File: config.mk
export PLATFORM = sky130hd
export DESIGN_NAME = addsub_rr_arbiter
export DESIGN_NICKNAME = d
export VERILOG_FILES = /design/src/rtl/addsub_rr_arbiter.sv
export SDC_FILE = /design/constraint.sdc
export NUM_CORES = 1
export LEC_CHECK = 0
export CAP_MARGIN = 15
export CORE_MARGIN = 2
export CORE_UTILIZATION = 35
export DETAILED_ROUTE_END_ITERATION = 10
export GPL_ROUTABILITY_DRIVEN = 1
export GPL_TIMING_DRIVEN = 0
export PLACE_DENSITY = 0.83
export SLEW_MARGIN = 20
export SYNTH_ARGS = -nofsm -noshare
export SYNTH_HDL_FRONTEND = slang
export SYNTH_SLANG_ARGS = --single-unit
export TNS_END_PERCENT = 10
File: constraint.sdc
create_clock -name clk -period 1.95 [get_ports clk]
set_input_delay 0.195 -clock clk [delete_from_list [all_inputs] [get_ports clk]]
set_output_delay 0.195 -clock clk [all_outputs]
set_load 0.01 [all_outputs]
File: src/rtl/addsub_rr_arbiter.sv
// addsub_rr_arbiter
// Round-robin arbiter that shares one external 8-bit add/sub datapath
// between NREQ requesters. Each accepted request gets exactly one tagged
// response. The response side uses a valid/ready handshake for backpressure,
// and a saturating counter tracks how many completed responses overflowed.

module addsub_rr_arbiter #(
    parameter int NREQ = 4,
    parameter int ID_W = 2
) (
    input  logic                clk,
    input  logic                rst_n,
    input  logic [NREQ-1:0]     req_valid,
    input  logic [8*NREQ-1:0]   req_a,
    input  logic [8*NREQ-1:0]   req_b,
    input  logic [NREQ-1:0]     req_op,
    output logic [NREQ-1:0]     req_ready,
    output logic [7:0]          dp_a,
    output logic [7:0]          dp_b,
    output logic                dp_opcode,
    input  logic [7:0]          dp_sum,
    input  logic                dp_ovf,
    output logic                rsp_valid,
    input  logic                rsp_ready,
    output logic [ID_W-1:0]     rsp_id,
    output logic [7:0]          rsp_sum,
    output logic                rsp_ovf,
    output logic [7:0]          ovf_count,
    output logic                busy
);

    typedef enum logic [1:0] {
        IDLE,
        EXEC,
        RESP
    } state_t;

    state_t          state;
    logic [ID_W-1:0] rr_ptr;
    logic [ID_W-1:0] grant_idx;
    logic            grant_found;
    logic [ID_W:0]   cand;

    // Search for the winner starting just after the last grant, wrapping
    // modulo NREQ, so a held request is served within NREQ grants.
    always_comb begin
        grant_found = 1'b0;
        grant_idx   = '0;
        cand        = '0;
        for (int k = 1; k <= NREQ; k++) begin
            cand = {1'b0, rr_ptr} + (ID_W+1)'(k);
            if (cand >= (ID_W+1)'(NREQ)) begin
                cand = cand - (ID_W+1)'(NREQ);
            end
            if (!grant_found && req_valid[cand[ID_W-1:0]]) begin
                grant_found = 1'b1;
                grant_idx   = cand[ID_W-1:0];
            end
        end
    end

    // Accept pulse is combinational so the winner sees it in the same cycle
    // as its request; it can only ever fire while the block is idle.
    always_comb begin
        req_ready = '0;
        if (state == IDLE && grant_found) begin
            req_ready[grant_idx] = 1'b1;
        end
    end

    // Main sequencer: IDLE latches the winner's operands straight into the
    // datapath drive registers, EXEC captures the datapath result, and RESP
    // holds the response until the consumer takes it.
    always_ff @(posedge clk or negedge rst_n) begin
        if (!rst_n) begin
            state     <= IDLE;
            rr_ptr    <= ID_W'(NREQ - 1);
            dp_a      <= 8'h00;
            dp_b      <= 8'h00;
            dp_opcode <= 1'b0;
            rsp_valid <= 1'b0;
            rsp_id    <= '0;
            rsp_sum   <= 8'h00;
            rsp_ovf   <= 1'b0;
            ovf_count <= 8'h00;
        end else begin
            case (state)
                IDLE: begin
                    if (grant_found) begin
                        dp_a      <= req_a[8*int'(grant_idx) +: 8];
                        dp_b      <= req_b[8*int'(grant_idx) +: 8];
                        dp_opcode <= req_op[grant_idx];
                        rsp_id    <= grant_idx;
                        rr_ptr    <= grant_idx;
                        state     <= EXEC;
                    end
                end
                EXEC: begin
                    rsp_sum   <= dp_sum;
                    rsp_ovf   <= dp_ovf;
                    rsp_valid <= 1'b1;
                    state     <= RESP;
                end
                RESP: begin
                    if (rsp_ready) begin
                        rsp_valid <= 1'b0;
                        if (rsp_ovf && ovf_count != 8'hFF) begin
                            ovf_count <= ovf_count + 8'd1;
                        end
                        state <= IDLE;
                    end
                end
                default: begin
                    state <= IDLE;
                end
            endcase
        end
    end

    assign busy = (state != IDLE);

endmodule

==> results.md, run 1 <==
- Outcome: finished with violations
- Failing checks: negative setup slack
- WHS: 0.345 ns
- Hold crit path type: in -> async
- Final cell count without fillers: 449
- Mapped Area: about 2400 um^2
- Layout Skew: between 0.005 and 0.006 ns
- Die ar.: between 7000 and 8000 um^2
- Share of layout cells above drive strength 1: 0.190
- Htree depth: 2
- DRT Pass-1 Iters: 5
- Commonest non-fill, non-tap cells in the layout: 119 x clkdlybuf4s50_1, 39 x dfrtp_1, 20 x nand2_1
- Via count: 2402
- Clock-pin transition on the worst setup and hold timing paths: 0.08 ns
- Max-cap violation count: 0
- Least-Margin Pin Slew: between 0.5 and 0.6 ns
- FF-to-FF End: dp_a[7]$_DFFE_PN0P_
- Cell row count: 30
- Die W: 86.6 um
- Achievable clock frequency: about 500 MHz
- Bufs on Longest Clock Path: 2
- Setup violators final: 4
- Nets: 454
- Crit path kind: in -> out
- CP required: 1.75 ns
- Layout area overhead: 66.9%
- CTS buffer count: 5
- Final period util: 1.03
- Crit end category: primary output
- Starting density of the core: 0.358
- Number of antenna diodes: 0
- Final design utilization: 0.597
- Most common cell after layout, fill and taps aside: clkdlybuf4s50_1
- Ys Warns: 0
- Capture point of the critical path: req_ready[3]
- Hpwl dp: 5380 um
- Reg2reg path depth: 8
- DRT Wirelength: 7250 um
- Port bufs: 125
- Syn Area/Cell: 10.4 um^2
- Antenna Nets Post-Route: 0
- Distinct cells, synth: 42
- Drt wl/cell: between 15 and 20 um
- First-pass GRT wire length: 12000 um
- Worst r2r src: rr_ptr[0]$_DFFE_PN1P_
- CP arrival: between 1.5 and 2 ns
- GRT Total Usage: 0.198
- Initial antenna violation count: 0
- Static leakage: roughly 1.7 nW
- Vias/cell: around 5.3
- Layout fillers: 606
- Pin count of the biggest net entering global routing: 30
- Yosys reg bits: 41
- Skew-Pair Late Insertion Delay: 0.29 ns
- Fin crit period: 2.01 ns
- Fin. Hold Viols: 0
- Die Span Y: roughly 87 um
- CP max FO: 9
- Placed cell count: between 400 and 500
- VDD IR max: 0.000701 V
- Remaining DRCs: 0
- Startpoint Class: input pin
- Vias in the first global route: 2550
- Worst setup startpoint: req_valid[3]
- Final WS setup: -0.0579 ns
- Setup tns final: -0.145 ns
- Final GP Congestion: 0.800
- Syn nets: 314
- Max transition margin: 0.616
- Post-Syn Instances: 229
- DRT iter0 DRCs: 89
- I/O pin total: ~130
- Power per cell area: 1330 nW/um^2
- Pins Over Slew Limit: 0
- Core Area: 6680 um^2
- CTS tree: built
- Grt ovf: 0
- CTS Root Cell: clkbuf_8
- Seq/Total Area, Yosys: 0.430
- CTS Sinks: 41
- RSZ-0062 raised after global routing: true
- Reg2Reg Setup Slack: 0.09 ns
==> Yosys cell counts, drive strengths merged <==
| library cell | n | area share |
|---|---|---|
| a211o | 17 | 0.062 |
| o31ai | 18 | 0.057 |
| a21oi | 4 | 0.013 |
| xnor2 | 4 | 0.015 |
| o221ai | 1 | 0.0037 |
| nor2b | 3 | 0.011 |
| inv | 3 | 0.0047 |
| nand4 | 17 | 0.045 |
| nand2b | 2 | 0.0052 |
| o21a | 2 | 0.0063 |
| nand3 | 2 | 0.0042 |
| mux2i | 17 | 0.071 |
| nor3 | 2 | 0.0089 |
| and4 | 1 | 0.0037 |
| and2 | 1 | 0.0026 |
| nand2 | 21 | 0.033 |
| o211ai | 17 | 0.064 |
| nand4b | 1 | 0.0037 |
| a21o | 3 | 0.0094 |
| ha | 1 | 0.0052 |
| nor3b | 1 | 0.0031 |
| nor2 | 8 | 0.013 |
| mux2 | 10 | 0.047 |
| or2 | 2 | 0.0052 |
| buf | 11 | 0.031 |
| dfrtp | 39 | 0.41 |
| dfstp | 2 | 0.022 |
| xor2 | 3 | 0.011 |
| clkbuf | 8 | 0.013 |
| and3 | 3 | 0.0079 |
| o21ai | 4 | 0.0084 |
| a31oi | 1 | 0.0026 |
==> layer usage <==
layer,track usage,routed length (um),part of all wire,vias to the layer above
met5,0,0,0,-
met4,0.0426,76,0.010,0
met3,0.0381,360,0.050,9
met2,0.359,3740,0.52,90
met1,0.245,3070,0.42,1152
li1,-,-,-,1151
==> registers in the layout, indices dropped and copies added, names as in the netlist <==
register and flops:
rr_ptr 2, dp_opcode 1, rsp_sum 8, rsp_id 2, rsp_valid 1, dp_a 8
rsp_ovf 1, dp_b 8, state 2, ovf_count 8
==> cell type report <==
cell class,instances,area (um^2),share of cell area
Timing Repair Buffer,136,1330,0.334
Multi-Input combinational cell,166,1300,0.326
Sequential cell,41,1030,0.258
Buffer,16,111,0.0279
Tap cell,80,100,0.0251
Clock buffer,5,68.8,0.0173
Clock inverter,2,35.0,0.00878
Inverter,3,11.3,0.00282
==> power breakdown <==
part,internal [W],switching [W],leakage (nW)
Clock,0.000372,0.000292,0.0540
Sequential,0.00126,0.000251,0.502
Combinational,0.00168,0.00144,1.13
Total,0.00331,0.00199,1.68
==> critical path: stages <==
cell and delay, ns:
clkdlybuf4s50_1 0.54, nand2b_1 0.13, a21oi_4 0.31, nor3_4 0.09, buf_6 0.14, buf_6 0.11
nor3_1 0.14, buf_2 0.16
==> worst min-delay path by stage <==
stage          slack (ns)                endpoint  depth (start not counted)
6_report             0.34  rsp_sum[2]$_DFFE_PN0P_                          2
5_1_grt              0.36  rsp_sum[2]$_DFFE_PN0P_                          2
4_1_cts              0.34  rsp_sum[2]$_DFFE_PN0P_                          2
3_5_place_dp         0.13  rsp_sum[2]$_DFFE_PN0P_                          1
3_3_place_gp         0.46   rsp_id[1]$_DFFE_PN0P_                          1
2_1_floorplan       -0.10     dp_a[0]$_DFFE_PN0P_                          0
==> cell families after synthesis <==
logic type,Yosys count,share of synthesized area
flops,41,0.430
fa+ha+maj,1,0.00523
xor+xnor,7,0.0257
compound gates,67,0.226
buf+inv,22,0.0487
mux,27,0.118
simple gates,64,0.146
==> per-stage QoR <==
| stage | worst slack [ns] | power [W] | area [um^2] |
|---|---|---|---|
| final | -0.0579 | 0.00529 | 3990 |
| after global routing | -0.148 | 0.00569 | 3990 |
| after CTS | -0.0838 | 0.00530 | 3950 |
| after detailed placement | -0.730 | 0.00447 | 3760 |
| after global placement | -0.693 | 0.00439 | 3740 |
| after floorplan | 0.0953 | 0.00315 | 2390 |
==> what timing repair did <==
action                                 4_1_cts  5_1_grt
cloned                                       0        0
gates resized for setup                     27       16
endpoints found under the hold margin       12        0
hold buffers                                 1        0
pin swaps                                    3        1
setup endpoints to repair                   24       23
buffers inserted                             9        0
Note: power is estimated with default switching activity, not from simulation.
==> run 2, diff against run 1 <==
Settings changed: SETUP_SLACK_MARGIN from default to 0.2.
==> run 2 against run 1 <==
Net effect:
- the run still ends with negative setup slack left
- final cell count rose by 4.0%
- critical path depth fell by 1
- combinational power rose by 19%
- core utilization up 5.2 points
- sequential cell count did not move
- sequential share of layout area down 2.1 points
- hold slack worse by 0.045 ns
- largest cell class unchanged
==> results.md, run 2 (same netlist as run 1, synthesis figures left out) <==
- Pins Over Slew Limit: 0
- Reg2Reg Setup Slack: 0 ns
- Startpoint Class: flip-flop
- DRT Wirelength: 8410 um
- Worst Setup Slack post-DPL: -0.745 ns
- Starting density of the core: 0.358
- Routed wl met3: about 520 um
- Power per cell area: 1380 nW/um^2
- CTS Sinks: 41
- GRT Total Usage: 0.209
- CTS Root Cell: clkbuf_8
- Part of the power in registers: 0.255
- Outcome: finished with violations
- DP Area: 3760 um^2
- DRT Pass-1 Iters: 4
- Pin count of the biggest net entering global routing: 32
- Layout area overhead: 81.6%
- Hold crit path type: in -> async
- Via count: 2589
- Final GP Congestion: 0.806
- Crit path kind: reg -> out
- Commonest non-fill, non-tap cells in the layout: 116 x clkdlybuf4s50_1, 38 x dfrtp_1, 20 x nand2_1
- Max-cap violation count: 0
- First-pass GRT wire length: roughly 12000 um
- Cell area after layout: 4340 um^2
- Metal2 WL: roughly 4300 um
- Failing checks: negative setup slack
- CP max FO: 7
- Clock-pin transition on the worst setup and hold timing paths: 0.08 ns
- Setup violators final: 4
- DRT iter0 DRCs: 151
- Internal: 0.00370 W
- Hpwl dp: about 5500 um
- Fin crit period: 1.98 ns
- Vias in the first global route: approximately 2700
- CTS tree: built
- Htree depth: 2
- Die Span Y: slightly below 90 um
- Total Power: 0.00597 W
- Switch Pwr: 0.00226 W
- Remaining DRCs: 0
- RSZ-0062 raised after global routing: true
- Least-Margin Pin Slew: 0.546 ns
- Achievable clock frequency: roughly 500 MHz
- Layout Skew: 0.00303 ns
- Met1 WL: 3400 um
- Combinational power share: 0.622
- Die W: 86.6 um
- Number of antenna diodes: 0
- Cell row count: 30
- Grt ovf: 0
- Initial antenna violation count: 0
- Max transition margin: 0.636
- Reg2reg path depth: 9
- Share of layout cells above drive strength 1: 0.269
- Skew-Pair Late Insertion Delay: 0.30 ns
- WHS: 0.300 ns
- Fin. Hold Viols: 0
- Die ar.: 7500 um^2
- Switch share: 0.379
- Most common cell after layout, fill and taps aside: clkdlybuf4s50_1
- CTS buffer count: 5
- Antenna Nets Post-Route: 0
- Final period util: 1.02
- Core Area: roughly 6700 um^2
- Final WS setup: -0.0309 ns
- Top Layer Used: met4
- CP arrival: 1.79 ns
- Bufs on Longest Clock Path: 2
- Static leakage: 1.82 nW
- Drt wl/cell: 18.0 um
- Clock network power share: 0.124
- Worst r2r src: rr_ptr[0]$_DFFE_PN1P_
- Nets: 471
- FF-to-FF End: dp_a[3]$_DFFE_PN0P_
- Port bufs: between 100 and 150
- CP required: roughly 1.8 ns
- I/O pin total: ~130
- Crit end category: primary output
- VDD IR max: 0.000765 V
- Vias/cell: around 5.5
run 2: cell count changes in the layout (fill, tap and decap cells not counted), moves of 3 or more:
cell             change
buf_4                +7
buf_6                +7
nor2_1               -4
buf_8                +3
clkdlybuf4s50_1      -3
nor2_2               +3
run 2: power by group through the flow:
stage	sequential (W)	clock (W)	combinational [W]
after floorplan	0.00164	0	0.00151
after global placement	0.00150	0	0.00290
after detailed placement	0.00151	0	0.00299
after CTS	0.00150	0.000739	0.00323
after global routing	0.00157	0.000770	0.00397
final	0.00152	0.000738	0.00371
run 2: how the worst max path moves through the flow:
stage | to | startpoint | depth (start not counted)
after floorplan | ovf_count[5]$_DFFE_PN0P_ | ovf_count[0]$_DFFE_PN0P_ | 6
final | req_ready[0] | rr_ptr[0]$_DFFE_PN1P_ | 7
after CTS | req_ready[0] | rr_ptr[0]$_DFFE_PN1P_ | 7
after global placement | req_ready[1] | req_valid[3] | 8
after global routing | req_ready[0] | rr_ptr[0]$_DFFE_PN1P_ | 7
after detailed placement | req_ready[1] | req_valid[3] | 8
run 2: critical path: stages, from the launching register on:
cell and delay [ns]:
dfstp_2 0.58, nor2b_4 0.06, o21a_1 0.17, buf_6 0.12
nor3_4 0.13, buf_6 0.15, and3_4 0.18, buf_6 0.09
run 2: final cells by class:
cell class	count	area [um^2]
fillers	529	2340
repair buffers	150	1480
multi-input cells	166	1420
flip-flops and latches	41	1030
plain buffers	19	181
well taps	80	100
clock buffers	6	82.6
clock inverters	2	37.5
inverters	3	11.3
run 2: metrics by stage:
step / util / TNS (ns) / std cells
2_1_floorplan: - / 0 / 229
3_3_place_gp: 0.560 / -22.51 / 434
3_5_place_dp: 0.562 / -7.64 / 435
4_1_cts: 0.604 / -0.652 / 457
5_1_grt: 0.649 / -0.925 / 467
6_report: 0.649 / -0.0743 / 467
run 2: layer usage:
layer / vias up / global-route usage
met1: 1246 / 0.255
li1: 1183 / -
met2: 142 / 0.355
met3: 18 / 0.0429
met4: 0 / 0.0952
met5: - / 0
run 2: repair_timing:
item	in CTS	in global routing
setup endpoints to repair	27	24
resized for setup	37	62
pin swaps	4	16
hold buffers	1	0
setup buffers	13	9
endpoints found under the hold margin	10	0
cloned	0	1
==> run 3, diff against run 2 <==
Settings changed: SKIP_CTS_REPAIR_TIMING from default to 1.
==> run 3 against run 2 <==
Net effect:
- the flow still finishes with violations (negative setup slack)
- non-clock buffer count down 10
- sequential power barely moved
- fmax shrank 4.5%
- hold slack improved by 0.0046 ns
- die area unchanged
- power fell by 7.1%
- core utilization is 3.7 points lower
- critical path depth rose by 1
- sequential cell count did not move
- wire length down 6.8%
==> results.md, run 3 (same netlist as run 1, synthesis figures left out) <==
- Outcome: finished with violations
- Failing checks: negative setup slack
- CTS Sinks: between 40 and 50
- Share of layout cells above drive strength 1: 0.223
- Vias/cell: 5.49
- Placed cell count: approximately 440
- Cell row count: 30
- Max-cap violation count: 0
- CTS Root Cell: clkbuf_8
- Setup violators final: 5
- Antenna Nets Post-Route: 0
- First-pass GRT wire length: between 10000 and 15000 um
- DRT iter0 DRCs: roughly 120
- CTS tree: built
- Via count: around 2500
- Layout fillers: 558
- Pins Over Slew Limit: 0
- Final period util: 1.06
- Crit-path slowest cell: dfstp_2
- CP top delay family: flip-flops
- Die W: 86.6 um
- Commonest non-fill, non-tap cells in the layout: 119 x clkdlybuf4s50_1, 37 x dfrtp_1, 20 x nand2_1
- Die Span Y: 86.6 um
- Fin crit period: between 2 and 2.5 ns
- DRT Pass-1 Iters: 4
- CP max FO: 7
- Layout area overhead: 71.1%
- Worst Setup Slack post-DPL: -0.745 ns
- Drt wl/cell: 17.1 um
- GRT Total Usage: 0.199
- CTS buffer count: 5
- DRT Wirelength: 7830 um
- Remaining DRCs: 0
- Crit path kind: reg -> out
- Core Area: about 6700 um^2
- CP required: 1.75 ns
- Achievable clock frequency: 482 MHz
- Final cell count without fillers: 457
- Final GP Congestion: 0.806
- Setup tns final: -0.513 ns
- Max transition margin: 0.644
- Power per cell area: 1360 nW/um^2
- Clock-pin transition on the worst setup and hold timing paths: ~0.08 ns
- Most common cell after layout, fill and taps aside: clkdlybuf4s50_1
- CP arrival: 1.88 ns
- Buf/Inv on CP: 4
- Layout Skew: ~0.0037 ns
- Crit end category: primary output
- Least-Margin Pin Slew: 0.534 ns
- Port bufs: between 100 and 150
- Crit-path cells: nor2b_4 > o21a_1 > buf_6 > nor3_4 > buf_6 > buf_6 > nor2_4 > buf_6
- I/O pin total: 126
- Final WS setup: -0.123 ns
- Final design utilization: 0.612
- VDD IR max: 0.000716 V
- Hpwl dp: 5500 um
- Skew-Pair Late Insertion Delay: 0.29 ns
- Fin. Hold Viols: 0
- Die ar.: around 7500 um^2
- CP max stage delay: 0.57 ns
- Bufs on Longest Clock Path: 2
- DP Area: ~3800 um^2
- Initial antenna violation count: 0
- RSZ-0062 raised after global routing: true
- Starting density of the core: 0.358
- Most used cell, CP: buf_6
- Number of antenna diodes: 0
- Startpoint Class: flip-flop
- Pin count of the biggest net entering global routing: 32
- Nets: between 400 and 500
- Static leakage: 1.72 nW
- Grt ovf: 0
- Cell area after layout: 4090 um^2
- Htree depth: 2
- Vias in the first global route: 2496
- Hold crit path type: in -> async
[run 3: cell count changes in the layout (fill, tap and decap cells not counted), sizes merged]
cell           change
buf               -11
clkbuf             +1
clkdlybuf4s50      +3
dlygate4sd2        -2
dlymetal6s2s       -1
[run 3: worst paths after layout]
| kind | startpoint | to | slack (ns) | cells past startpoint |
|---|---|---|---|---|
| setup / recovery | rr_ptr[0]$_DFFE_PN1P_ | req_ready[1] | -0.12 | 8 |
| hold / removal | rst_n | rsp_sum[4]$_DFFE_PN0P_ | 0.30 | 2 |
| setup reg to reg | rr_ptr[0]$_DFFE_PN1P_ | dp_a[7]$_DFFE_PN0P_ | -0.10 | 10 |
| hold reg to reg | rsp_id[1]$_DFFE_PN0P_ | rsp_id[1]$_DFFE_PN0P_ | 0.50 | 1 |
| max in group asynchronous | rst_n | rr_ptr[0]$_DFFE_PN1P_ | 1.12 | 3 |
| min in group clk | req_valid[1] | state[0]$_DFFE_PN0P_ | 0.47 | 3 |
[run 3: metal layers]
layer	wire (um)	track usage	vias to the layer above
li1	-	-	1169
met3	433	0.0486	19
met1	3330	0.243	1192
met4	150	0.0795	0
met5	0	0	-
met2	3920	0.336	130
[run 3: power breakdown]
part	total, W	internal, W	switching, W
clock	0.000726	0.000416	0.000309
combinational	0.00331	0.00176	0.00154
sequential	0.00152	0.00126	0.000258
total	0.00555	0.00344	0.00211
[run 3: layout make-up]
type	instances	area [um^2]	area share
buffer	19	133	0.0324
clock inverter	2	37.5	0.00918
timing repair buffer	140	1370	0.334
multi-input combinational	166	1330	0.325
sequential	41	1030	0.252
inverter	3	11.3	0.00275
clock buffer	6	82.6	0.0202
tap	80	100	0.0245
[run 3: metrics by stage]
stage	total power (W)	hold slack, ns
floorplan	0.00315	-0.101
global placement	0.00440	0.463
detailed placement	0.00450	0.0957
CTS	0.00523	-0.233
global route	0.00589	0.325
finish	0.00555	0.305
